File: src/rtl/dice_race_pkg.sv
// Shared types and constants for the dice race game FSM.
// Dice colour codes map one-to-one onto step counts; NONE means no move.
package dice_race_pkg;

    typedef enum logic [2:0] {
        ST_IDLE       = 3'd0,
        ST_WAIT_ROLL  = 3'd1,
        ST_MOVE       = 3'd2,
        ST_WAIT_CLEAR = 3'd3,
        ST_WIN        = 3'd4
    } state_e;

    typedef logic [1:0] player_t;
    typedef logic [1:0] steps_t;

    localparam logic [1:0] COLOR_NONE  = 2'd0;
    localparam logic [1:0] COLOR_RED   = 2'd1;
    localparam logic [1:0] COLOR_GREEN = 2'd2;
    localparam logic [1:0] COLOR_BLUE  = 2'd3;

    localparam steps_t STEPS_RED   = 2'd1;
    localparam steps_t STEPS_GREEN = 2'd2;
    localparam steps_t STEPS_BLUE  = 2'd3;

    function automatic steps_t color_steps(input logic [1:0] color);
        steps_t s;
        case (color)
            COLOR_RED:   s = STEPS_RED;
            COLOR_GREEN: s = STEPS_GREEN;
            COLOR_BLUE:  s = STEPS_BLUE;
            default:     s = 2'd0;
        endcase
        return s;
    endfunction

endpackage

File: src/rtl/race_step_timer.sv
// Animation pace timer: counts 0..STEP_CYCLES-1 while enabled, wraps to 0.
// Latency: tick is combinational on the terminal-count cycle; clear wins over enable, no backpressure.
module race_step_timer #(
    parameter int STEP_CYCLES = 25000000
) (
    input  logic clk,
    input  logic reset,
    input  logic clear,
    input  logic enable,
    output logic tick
);

    localparam int CW = (STEP_CYCLES > 1) ? $clog2(STEP_CYCLES) : 1;
    localparam logic [CW-1:0] TERM = CW'(STEP_CYCLES - 1);

    logic [CW-1:0] cnt_q;

    assign tick = enable && !clear && (cnt_q == TERM);

    always_ff @(posedge clk or negedge reset) begin
        if (!reset) begin
            cnt_q <= '0;
        end else if (clear) begin
            cnt_q <= '0;
        end else if (enable) begin
            cnt_q <= (cnt_q == TERM) ? '0 : cnt_q + CW'(1);
        end
    end

endmodule

File: src/rtl/dice_race_turn_fsm.sv
// Turn FSM: latches a dice roll, advances the current token one square per step period, rotates turns.
// Latency: first square STEP_CYCLES cycles after roll accept; inputs are pulses, never stalled.
module dice_race_turn_fsm
    import dice_race_pkg::*;
#(
    parameter int NUM_PLAYERS = 2,
    parameter int BOARD_LEN   = 20,
    parameter int POS_W       = 5,
    parameter int STEP_CYCLES = 25000000
) (
    input  logic                         clk,
    input  logic                         reset,
    input  logic                         new_game,
    input  logic                         result_ready,
    input  logic [1:0]                   movement_steps,
    input  logic                         turn_end,
    output logic [1:0]                   cur_player,
    output logic [NUM_PLAYERS*POS_W-1:0] player_pos,
    output logic [1:0]                   steps_left,
    output logic                         moving,
    output logic                         game_over,
    output logic [1:0]                   winner,
    output logic [2:0]                   fsm_state
);

    localparam logic [POS_W-1:0] FINISH      = POS_W'(BOARD_LEN - 1);
    localparam player_t          LAST_PLAYER = player_t'(NUM_PLAYERS - 1);

    state_e                               state_q, state_nxt;
    player_t                              cur_q, cur_nxt;
    player_t                              win_q, win_nxt;
    logic [NUM_PLAYERS-1:0][POS_W-1:0]    pos_q, pos_nxt;
    steps_t                               steps_q, steps_nxt;
    logic                                 go_q, go_nxt;
    logic                                 pend_q, pend_nxt;
    logic                                 timer_clr, timer_en, step_tick;
    logic [POS_W-1:0]                     cur_pos, pos_inc;
    player_t                              next_player;
    steps_t                               roll_steps;

    race_step_timer #(.STEP_CYCLES(STEP_CYCLES)) u_timer (
        .clk    (clk),
        .reset  (reset),
        .clear  (timer_clr),
        .enable (timer_en),
        .tick   (step_tick)
    );

    always_comb begin
        cur_pos = '0;
        for (int k = 0; k < NUM_PLAYERS; k++) begin
            if (player_t'(k) == cur_q) cur_pos = pos_q[k];
        end
    end

    assign pos_inc     = cur_pos + POS_W'(1);
    assign next_player = (cur_q == LAST_PLAYER) ? '0 : cur_q + player_t'(1);
    assign roll_steps  = color_steps(movement_steps);
    assign timer_en    = (state_q == ST_MOVE);

    always_comb begin
        state_nxt = state_q;
        cur_nxt   = cur_q;
        pos_nxt   = pos_q;
        steps_nxt = steps_q;
        go_nxt    = go_q;
        win_nxt   = win_q;
        pend_nxt  = pend_q;
        timer_clr = 1'b0;

        case (state_q)
            ST_IDLE: ;
            ST_WAIT_ROLL: begin
                if (result_ready && roll_steps != 2'd0) begin
                    steps_nxt = roll_steps;
                    timer_clr = 1'b1;
                    state_nxt = ST_MOVE;
                end
            end
            ST_MOVE: begin
                if (turn_end) pend_nxt = 1'b1;
                if (step_tick && steps_q != 2'd0) begin
                    for (int k = 0; k < NUM_PLAYERS; k++) begin
                        if (player_t'(k) == cur_q) pos_nxt[k] = pos_inc;
                    end
                    if (pos_inc == FINISH) begin
                        // Reaching the finish ends the move; leftover steps are discarded.
                        steps_nxt = 2'd0;
                        go_nxt    = 1'b1;
                        win_nxt   = cur_q;
                        state_nxt = ST_WIN;
                    end else begin
                        steps_nxt = steps_q - 2'd1;
                        if (steps_q == 2'd1) begin
                            if (pend_q || turn_end) begin
                                cur_nxt   = next_player;
                                pend_nxt  = 1'b0;
                                state_nxt = ST_WAIT_ROLL;
                            end else begin
                                state_nxt = ST_WAIT_CLEAR;
                            end
                        end
                    end
                end
            end
            ST_WAIT_CLEAR: begin
                if (turn_end) begin
                    cur_nxt   = next_player;
                    state_nxt = ST_WAIT_ROLL;
                end
            end
            ST_WIN: ;
            default: state_nxt = ST_IDLE;
        endcase

        if (new_game) begin
            pos_nxt   = '0;
            cur_nxt   = '0;
            steps_nxt = '0;
            go_nxt    = 1'b0;
            win_nxt   = '0;
            pend_nxt  = 1'b0;
            timer_clr = 1'b1;
            state_nxt = ST_WAIT_ROLL;
        end
    end

    always_ff @(posedge clk or negedge reset) begin
        if (!reset) begin
            state_q <= ST_IDLE;
            cur_q   <= '0;
            pos_q   <= '0;
            steps_q <= '0;
            go_q    <= 1'b0;
            win_q   <= '0;
            pend_q  <= 1'b0;
        end else begin
            state_q <= state_nxt;
            cur_q   <= cur_nxt;
            pos_q   <= pos_nxt;
            steps_q <= steps_nxt;
            go_q    <= go_nxt;
            win_q   <= win_nxt;
            pend_q  <= pend_nxt;
        end
    end

    assign cur_player = cur_q;
    assign player_pos = pos_q;
    assign steps_left = steps_q;
    assign moving     = (state_q == ST_MOVE);
    assign game_over  = go_q;
    assign winner     = win_q;
    assign fsm_state  = state_q;

endmodule

File: config.mk
export PLATFORM = sky130hd
export DESIGN_NAME = dice_race_turn_fsm
export DESIGN_NICKNAME = d
export VERILOG_FILES = /design/src/rtl/dice_race_pkg.sv /design/src/rtl/race_step_timer.sv /design/src/rtl/dice_race_turn_fsm.sv
export SDC_FILE = /design/constraint.sdc
export NUM_CORES = 1
export LEC_CHECK = 0
export BUFFER_PORTS_ARGS = -buffer_cell sky130_fd_sc_hd__buf_2
export CAP_MARGIN = 20
export CORE_MARGIN = 3
export CORE_UTILIZATION = 53
export CTS_CLUSTER_SIZE = 20
export DETAILED_ROUTE_END_ITERATION = 7
export PLACE_DENSITY = 0.73
export SLEW_MARGIN = 20
export SYNTH_ARGS = -nofsm -noshare
export SYNTH_HDL_FRONTEND = slang
export SYNTH_SLANG_ARGS = --single-unit
File: constraint.sdc
create_clock -name clk -period 2.51 [get_ports clk]
set_input_delay 0.1255 -clock clk [delete_from_list [all_inputs] [get_ports clk]]
set_output_delay 0.1255 -clock clk [all_outputs]
set_load 0.02 [all_outputs]
==> results of run 1 <==
## sequential cells by signal (all words and copies together) (netlist names)
| register | count |
|---|---|
| winner | 2 |
| cur_player | 2 |
| u_timer.cnt_q | 25 |
| player_pos | 10 |
| pend_q | 1 |
| steps_left | 2 |
| fsm_state | 3 |
| game_over | 1 |
## cell families (layout without fill, tap and decap cells)
group	after synthesis	count (layout)	synth area share, %
compound gates	80	80	17.8
xor+xnor	9	9	2.91
fa+ha+maj	5	5	2.31
buf+inv	31	74	4.75
flops	46	46	42.5
mux	8	8	3.05
simple gates	132	132	26.7
## timing repair
action / in CTS / in global routing
hold endpoints to repair: 0 / 46
endpoints found under the setup margin: 0 / 5
gates resized for setup: 0 / 4
hold buffers: 0 / 1
buffers inserted: 0 / 3
## worst max-delay path: stages, from the launching register on
cell      delay (ns)
dfrtp_1         0.39
mux2i_1         0.25
or2_2           0.16
inv_1           0.04
ha_2            0.21
a211oi_1        0.24
o211ai_1        0.19
a211oi_2        0.35
nand2_1         0.15
mux2_2          0.28
## layout by cell type (no fill, tap or decap), drive strengths merged, types with 3 or more instances in the layout
master and instances:
a211oi 5, a21oi 16, a31oi 10, and2 3, and3 4, buf 47, clkbuf 5, dfrtp 46
ha 5, inv 19, mux2i 6, nand2 29, nand2b 3, nand3 15, nand3b 3, nand4 5
nor2 28, nor3 10, nor4 6, nor4b 3, o211ai 3, o21ai 33, or3 10, xnor2 3
xor2 6
## layer usage
layer | up-vias | global-route usage, %
met5 | - | 0
met4 | 0 | 4.98
met3 | 8 | 4.06
met2 | 53 | 34.7
met1 | 1191 | 28.9
li1 | 1204 | -
## worst max-delay path by stage
stage | from | end | slack, ns | cells after the start
5_1_grt | cur_player[0]$_DFFE_PN0P_ | cur_player[1]$_DFFE_PN0P_ | -0.06 | 10
6_report | cur_player[0]$_DFFE_PN0P_ | winner[0]$_DFFE_PN0P_ | 0.13 | 9
3_5_place_dp | u_timer.cnt_q[0]$_DFFE_PN0P_ | player_pos[4]$_DFFE_PN0P_ | 0.12 | 7
4_1_cts | u_timer.cnt_q[0]$_DFFE_PN0P_ | player_pos[4]$_DFFE_PN0P_ | 0.12 | 7
3_3_place_gp | fsm_state[0]$_DFFE_PN0P_ | winner[0]$_DFFE_PN0P_ | 0.21 | 6
2_1_floorplan | fsm_state[0]$_DFFE_PN0P_ | player_pos[4]$_DFFE_PN0P_ | -0.02 | 8
## power by group through the flow
stage / combinational [mW] / clock [mW] / sequential, mW
CTS: 0.132 / 0.501 / 0.754
global placement: 0.130 / 0 / 0.768
global route: 0.148 / 0.532 / 0.755
detailed placement: 0.132 / 0 / 0.768
finish: 0.133 / 0.487 / 0.753
floorplan: 0.0695 / 0 / 0.778
## metrics by stage
step	util (%)	std cells	worst slack [ns]
after global routing	65.1	421	-0.0604
after floorplan	-	311	-0.0174
after CTS	64.1	417	0.123
after global placement	62.2	409	0.205
after detailed placement	62.2	409	0.125
final	65.1	421	0.135
## area by class of cell
cell class,instances,area share [%]
clock inverters,3,0.797
clock buffers,5,2.19
repair buffers,48,9.49
multi-input cells,234,46.0
well taps,67,2.67
flip-flops and latches,46,36.7
inverters,18,2.15
==> impl_metrics.tcl, run 1 <==
set metrics [dict create \
    power.share.clock_pct 35.5 \
    hold_class "in -> reg" \
    syn_avg_cell_area_um2 8.71 \
    drive_gt1_share_pct 20.1 \
    area_growth_pct 15.8 \
    finalSetupViolCount 0 \
    drcViolationCount 0 \
    power_density_mw_per_mm2 437 \
    p_int_uw 994 \
    reg2reg_from "cur_player[0]$_DFFE_PN0P_" \
    synth_top_area_cell "dfrtp_1" \
    regArea_mm2 0.00115 \
    final_nets 365 \
    comb_power_share_pct 9.7 \
    drt-vias-per-instance 5.83 \
    cts_max_level 2 \
    start_util_pct 56.3 \
    synth-seq-cells 46 \
    slew_headroom_pct 60.8 \
    hold_depth 3 \
    wl_met1_um 2920 \
    ant_nets 0 \
    clock_latency_ns 0.31 \
    min_period_ns 2.38 \
    path_max_fanout 6 \
    grt_pass1_vias 2126 \
    synthDistinctLibCells 54 \
    finalClockSkew_ns 0.00872 \
    top_layer_used "met4" \
    rows 25 \
    critPathArrivalTime_ns 2.58 \
    whs_ns 0.0805 \
    clock-sinks 46 \
    synth_area_leaders "dfrtp_1, o21ai_0, nand2_1" \
    drt-wirelength-per-cell_um 14.8 \
    ys_seq_area_share_pct 42.5 \
    synth_nets 323 \
    grt_antenna_before_repair 0 \
    fmax_ghz 0.421 \
    p_sw_share_pct 27.6 \
    core_area_mm2 0.00482 \
    required_ns 2.71 \
    synth-edff-count 0 \
    total_power_mw 1.37 \
    yosysWarnings 0 \
    syn_area_mm2 0.00271 \
    reg2reg_slack_ns 0.13 \
    clk_pin_slew_ns 0.10 \
    async_reset_ff_share_pct 100 \
    synth_top_area_share_pct 42.5 \
    synth.most_common_cell "dfrtp_1" \
    max-clock-path-buffers 2 \
    p_leak_nw 1.37 \
    hold_viol_final 0 \
    dpl_cell_area_mm2 0.00300 \
    critPathKind "reg -> reg" \
    reg2reg_depth 9 \
    netlist_instances 311 \
    grt_max_degree 47 \
    fin_crit_sh_pct 94.6 \
    worst_slew_pin_slew_ns 0.586 \
    reg2reg_to "winner[0]$_DFFE_PN0P_" \
    drtIter0Drc 118 \
    dieArea_mm2 0.00601 \
    cts_root_buf "clkbuf_8" \
    switchingPower_uw 379 \
    track_usage_pct 21.1 \
    final.fill_count 419 \
    gr-total-overflow 0 \
    cap_violations 0 \
    hp-start "movement_steps[1]" \
    ys.flop_type "dfrtp_1" \
    worstSetupStartpointType "flop" \
    grt_pass1_wl_um 10200 \
    io_pins 28 \
    crit_path_end_kind "flop" \
    die_h_um 77.5 \
    routabilityCongestion 0.883 \
    wl_met2_um 2990 \
    firstDrtPassIters 4 \
    min_to "steps_left[1]$_DFFE_PN0P_" \
    wl_met3_um 250 \
    io_buffers 27 \
    vdd_drop_max_mv 0.278 \
    vias 2456 \
    run_status "finished clean" \
    tns_ns 0 \
    diodes 0 \
    dieWidth_um 77.5 \
    synthTopCellsByCount "dfrtp_1, o21ai_0, nand2_1" \
    drv_slew 0 \
    final_area_mm2 0.00314 \
    numCtsBuffers 5 \
    multi_input_area_mm2 0.00144 \
    p_seq_share_pct 54.9 \
    cts_tree "done" \
    dp_hpwl_um 4380 \
    routed_wl_um 6210 \
]
(Power assumes the default switching activity.)
==> run 2, diff against run 1 <==
--- a/config.mk
+++ b/config.mk
@@ -11,7 +11,8 @@
 export CORE_UTILIZATION = 53
 export CTS_CLUSTER_SIZE = 20
 export DETAILED_ROUTE_END_ITERATION = 7
-export PLACE_DENSITY = 0.73
+export PLACE_DENSITY = 0.7
+export SETUP_SLACK_MARGIN = 0.2
 export SLEW_MARGIN = 20
 export SYNTH_ARGS = -nofsm -noshare
 export SYNTH_HDL_FRONTEND = slang
==> constraint.sdc (replaced) <==
create_clock -name clk -period 2.2 [get_ports clk]
set_input_delay 0.11 -clock clk [delete_from_list [all_inputs] [get_ports clk]]
set_output_delay 0.11 -clock clk [all_outputs]
set_load 0.02 [all_outputs]
==> run 2 against run 1 <==
  * The flow now finishes with violations (negative setup slack)
  * Via count up 12%
  * Sequential cell count unchanged
  * Critical path depth fell by 3
==> impl_metrics.tcl, run 2 (same netlist as run 1, synthesis figures left out) <==
set metrics [dict create \
    run_status "complete, but fails checks" \
    use_met3_pct 4.29 \
    cp-startpoint "fsm_state[0]$_DFFE_PN0P_" \
    rsz0062_at_grt "true" \
    setup_slack_ns -0.152 \
    drt-vias-per-instance 5.96 \
    dieWidth_um 77.5 \
    slew_headroom_pct 59.4 \
    routabilityCongestion 0.941 \
    drcViolationCount 0 \
    worst_slew_pin_slew_ns 0.608 \
    required_ns 2.39 \
    vias 2740 \
    io_pins 28 \
    finalNonFillerCells 460 \
    gr-total-overflow 0 \
    final.fill_count 304 \
    dp_hpwl_um 4700 \
    routed_wl_um 7670 \
    grt_pass1_wl_um 11700 \
    power_density_mw_per_mm2 419 \
    tns_ns -1.14 \
    total_power_mw 1.60 \
    worstSetupStartpointType "flop" \
    cap_violations 0 \
    dieArea_mm2 0.00601 \
    crit_path_end_kind "flop" \
    grt_max_degree 25 \
    finalClockSkew_ns 0.0120 \
    final_nets 404 \
    grt_antenna_before_repair 0 \
    rows 25 \
    track_usage_pct 24.1 \
    clk_pin_slew_ns 0.08 \
    violations "negative setup slack" \
    use_met1_pct 31.4 \
    cts_root_buf "clkbuf_8" \
    drt-wirelength-per-cell_um 16.7 \
    drtIter0Drc 156 \
    largest-register "u_timer.cnt_q" \
    finalSetupViolCount 17 \
    largest_reg_flops 25 \
    die_h_um 77.5 \
    io_buffers 27 \
    area_growth_pct 41.2 \
    fin_util_pct 79.4 \
    clock_latency_ns 0.31 \
    drv_slew 0 \
    critPathArrivalTime_ns 2.54 \
    reg2reg_from "fsm_state[0]$_DFFE_PN0P_" \
    vdd_drop_max_mv 0.335 \
    drive_gt1_share_pct 41.5 \
    ant_nets 0 \
    cts_max_level 2 \
    grt-busiest-layer "met2" \
    placedCellCount 434 \
    core_area_mm2 0.00482 \
    numCtsBuffers 5 \
    grtUsageMet2_pct 40.6 \
    critPathKind "reg -> reg" \
    fmax_ghz 0.425 \
    hold_class "in -> reg" \
    max-clock-path-buffers 2 \
    grt_pass1_vias 2535 \
    p_leak_nw 1.66 \
    path_max_fanout 7 \
    min_period_ns 2.35 \
    hp-start "movement_steps[0]" \
    layout_commonest_cell "buf_4" \
    clock-sinks 46 \
    layout_common_cells "buf_4, dfrtp_1, nand2_1, buf_2, nor2_1" \
    cts_tree "done" \
    start_util_pct 56.3 \
    pre_cts_ws_ns -0.130 \
    hold_viol_final 0 \
    fin_crit_sh_pct 107 \
    firstDrtPassIters 5 \
    diodes 0 \
]
## run 2: cell count changes in the layout (fill, tap and decap cells not counted), sizes merged
cell,delta
buf,+37
inv,-1
clkbuf,+3
## run 2: per-stage QoR
| step | cell area (um2) | hold WS (ns) |
|---|---|---|
| 6_report | 3830 | 0.0835 |
| 5_1_grt | 3830 | 0.0940 |
| 4_1_cts | 3480 | 0.0919 |
| 3_5_place_dp | 3220 | 0.131 |
| 3_3_place_gp | 3220 | 0.124 |
| 2_1_floorplan | 2760 | -0.186 |
## run 2: cell type report
type | instances | area [um2] | share of cell area [%]
inverters | 18 | 67.6 | 1.77
flip-flops and latches | 46 | 1160 | 30.3
clock buffers | 6 | 82.6 | 2.16
clock inverters | 2 | 12.5 | 0.327
multi-input cells | 234 | 1750 | 45.7
well taps | 67 | 83.8 | 2.19
repair buffers | 87 | 673 | 17.6
## run 2: worst max-delay path, stage by stage (launching register included)
cell     delay (ns)
dfrtp_2        0.41
or4b_4         0.52
or4_4          0.54
nor3_4         0.21
buf_6          0.16
nand2_1        0.11
mux2_2         0.30
## run 2: worst paths after layout
check | depth (start not counted) | slack (ns) | endpoint
max | 6 | -0.15 | winner[0]$_DFFE_PN0P_
min reg2reg | 1 | 0.50 | u_timer.cnt_q[19]$_DFFE_PN0P_
max in group asynchronous | 3 | 1.28 | u_timer.cnt_q[7]$_DFFE_PN0P_
min | 3 | 0.08 | steps_left[0]$_DFFE_PN0P_
max reg2reg | 6 | -0.15 | winner[0]$_DFFE_PN0P_
min in group asynchronous | 2 | 0.31 | u_timer.cnt_q[15]$_DFFE_PN0P_
## run 2: per-layer routing
metal / vias up / part of all wire [%]
met3: 18 / 5.1
met1: 1333 / 40
li1: 1283 / -
met2: 106 / 52
met5: - / 0
met4: 0 / 2.2
## run 2: report_power, final
part | total, mW | switching (mW) | internal [mW]
combinational | 0.194 | 0.121 | 0.0729
sequential | 0.860 | 0.00692 | 0.853
clock | 0.550 | 0.297 | 0.253
## run 2: repair_timing
item / CTS / global route
buffers inserted: 8 / 6
hold buffers: 1 / 0
hold endpoints to repair: 22 / 0
cloned: 0 / 3
pin swaps: 13 / 25
gates resized for setup: 22 / 67
endpoints found under the setup margin: 40 / 40
==> run 3, diff against run 2 <==
--- a/config.mk
+++ b/config.mk
@@ -7,11 +7,13 @@
 export LEC_CHECK = 0
 export BUFFER_PORTS_ARGS = -buffer_cell sky130_fd_sc_hd__buf_2
 export CAP_MARGIN = 20
+export CELL_PAD_IN_SITES_DETAIL_PLACEMENT = 0
+export CELL_PAD_IN_SITES_GLOBAL_PLACEMENT = 1
 export CORE_MARGIN = 3
-export CORE_UTILIZATION = 53
+export CORE_UTILIZATION = 35
 export CTS_CLUSTER_SIZE = 20
 export DETAILED_ROUTE_END_ITERATION = 7
-export PLACE_DENSITY = 0.7
+export PLACE_DENSITY = 0.62
 export SETUP_SLACK_MARGIN = 0.2
 export SLEW_MARGIN = 20
 export SYNTH_ARGS = -nofsm -noshare
==> run 3 against run 2 <==
  * The flow still finishes with violations (negative setup slack)
  * Register-to-register slack better by 0.06 ns
  * Final cell count rose by 8.3%
  * Fmax increased by 2.4%
  * Sequential cell count did not move
  * Clock skew is essentially flat
  * Routed wire length grew 3.6%
  * Clock-buffer cell count is 1 higher
  * Critical path type unchanged
  * Largest cell class unchanged
  * Largest power group unchanged
==> impl_metrics.tcl, run 3 (same netlist as run 1, synthesis figures left out) <==
set metrics [dict create \
    fmax_ghz 0.436 \
    core_area_mm2 0.00737 \
    drt-vias-per-instance 5.26 \
    final_nets 410 \
    setup_slack_ns -0.0962 \
    drt-wirelength-per-cell_um 15.9 \
    io_pins 28 \
    crit_path_end_kind "flop" \
    fin_util_pct 53.0 \
    p_leak_nw 1.71 \
    final.fill_count 706 \
    p_seq_share_pct 49.8 \
    dieArea_mm2 0.00884 \
    firstDrtPassIters 4 \
    path_max_fanout 6 \
    routabilityCongestion 0.836 \
    layout_commonest_cell "buf_4" \
    drv_slew 0 \
    largest_reg_flops 25 \
    cts_tree "done" \
    power_density_mw_per_mm2 442 \
    die_h_um 94.0 \
    finalClockSkew_ns 0.0117 \
    clk_pin_slew_ns 0.09 \
    comb_power_share_pct 11.4 \
    drtIter0Drc 99 \
    diodes 0 \
    hold_viol_final 0 \
    numCtsBuffers 5 \
    layout_common_cells "buf_4, dfrtp_1, buf_2" \
    worst_slew_pin_slew_ns 0.611 \
    track_usage_pct 17.7 \
    rsz0062_at_grt "true" \
    violations "negative setup slack" \
    grt_pass1_vias 2527 \
    cap_violations 0 \
    clock_latency_ns 0.31 \
    io_buffers 27 \
    vias 2619 \
    gr-total-overflow 0 \
    max-clock-path-buffers 2 \
    p_int_mw 1.30 \
    rows 31 \
    cts_root_buf "clkbuf_8" \
    drive_gt1_share_pct 40.6 \
    required_ns 2.43 \
    grt_max_degree 26 \
    min_period_ns 2.30 \
    p_sw_share_pct 24.6 \
    routed_wl_um 7940 \
    hold_class "in -> reg" \
    vdd_drop_max_mv 0.201 \
    slew_headroom_pct 59.2 \
    critPathKind "reg -> reg" \
    run_status "complete, but fails checks" \
    grt_pass1_wl_um 12400 \
    placedCellCount 469 \
    largest-register "u_timer.cnt_q" \
    power.share.clock_pct 38.8 \
    dieWidth_um 94.0 \
    switchingPower_uw 426 \
    clock-sinks 46 \
    finalNonFillerCells 498 \
    grt_antenna_before_repair 0 \
    start_util_pct 36.8 \
    area_growth_pct 44.2 \
    dp_hpwl_um 5230 \
    drcViolationCount 0 \
    ant_nets 0 \
    cts_max_level 2 \
    finalSetupViolCount 14 \
    worstSetupStartpointType "flop" \
    critPathArrivalTime_ns 2.52 \
    fin_crit_sh_pct 104 \
]
run 3: cell types whose count changed in the layout (fill, tap and decap cells not counted), sizes merged:
cell | previous run | this run
bufinv | 0 | 1
clkinv | 1 | 0
clkbuf | 8 | 9
buf | 84 | 90
clkinvlp | 1 | 0
run 3: power by group through the flow:
stage / Sequential [mW] / Clock, mW / Combinational, mW
after floorplan: 0.889 / 0 / 0.0806
after global routing: 0.862 / 0.724 / 0.219
after CTS: 0.860 / 0.690 / 0.177
after detailed placement: 0.876 / 0 / 0.174
final: 0.860 / 0.669 / 0.198
after global placement: 0.876 / 0 / 0.174
run 3: worst paths after layout:
path | start | to | slack (ns) | cells after the start
setup / recovery | fsm_state[0]$_DFFE_PN0P_ | steps_left[0]$_DFFE_PN0P_ | -0.1 | 6
hold / removal | movement_steps[1] | steps_left[1]$_DFFE_PN0P_ | 0.07 | 3
setup reg to reg | fsm_state[0]$_DFFE_PN0P_ | steps_left[0]$_DFFE_PN0P_ | -0.1 | 6
hold reg to reg | u_timer.cnt_q[19]$_DFFE_PN0P_ | u_timer.cnt_q[19]$_DFFE_PN0P_ | 0.49 | 1
max in group asynchronous | reset | u_timer.cnt_q[12]$_DFFE_PN0P_ | 1.57 | 3
min in group asynchronous | reset | pend_q$_DFFE_PN0N_ | 0.31 | 3
run 3: what timing repair did:
item                                    in CTS  in global routing
cloned                                       0                  3
resized for setup                           19                 56
hold endpoints to repair                    46                  0
hold buffers                                 1                  0
endpoints found under the setup margin      41                 40
buffers inserted                             9                  8
pin swaps                                   10                 20
run 3: layout make-up:
cell class	instances	area, um2	area share [%]
flip-flops and latches	46	1160	29.6
well taps	99	124	3.17
clock buffers	7	86.3	2.21
clock inverters	1	30.0	0.768
multi-input cells	234	1710	43.9
inverters	18	70.1	1.79
repair buffers	93	727	18.6
run 3: worst max-delay path: stages, from the launching register on:
cell and delay [ns]:
dfrtp_2 0.42, or4b_4 0.51, or4_4 0.53, nor3_4 0.18
buf_6 0.15, or2b_1 0.24, o211ai_1 0.17
run 3: per-stage QoR:
stage	power, mW	setup TNS (ns)	setup WS (ns)	cell area (um2)	hold slack, ns
after floorplan	0.969	-2.73	-0.300	2760	-0.186
after global placement	1.05	-0.256	-0.0746	3300	0.118
after detailed placement	1.05	-0.546	-0.154	3300	0.122
after CTS	1.73	-0.784	-0.108	3570	0.0628
after global routing	1.80	-2.29	-0.176	3910	0.0770
final	1.73	-0.727	-0.0962	3910	0.0684
run 3: metal layers:
| layer | part of all wire (%) | global-route usage [%] | vias up | routed length [um] |
|---|---|---|---|---|
| li1 | - | - | 1291 | - |
| met4 | 1.7 | 4.57 | 0 | 133 |
| met2 | 49 | 29.6 | 42 | 3870 |
| met1 | 47 | 23.4 | 1274 | 3700 |
| met3 | 3.0 | 3.53 | 12 | 238 |
| met5 | 0 | 0 | - | 0 |
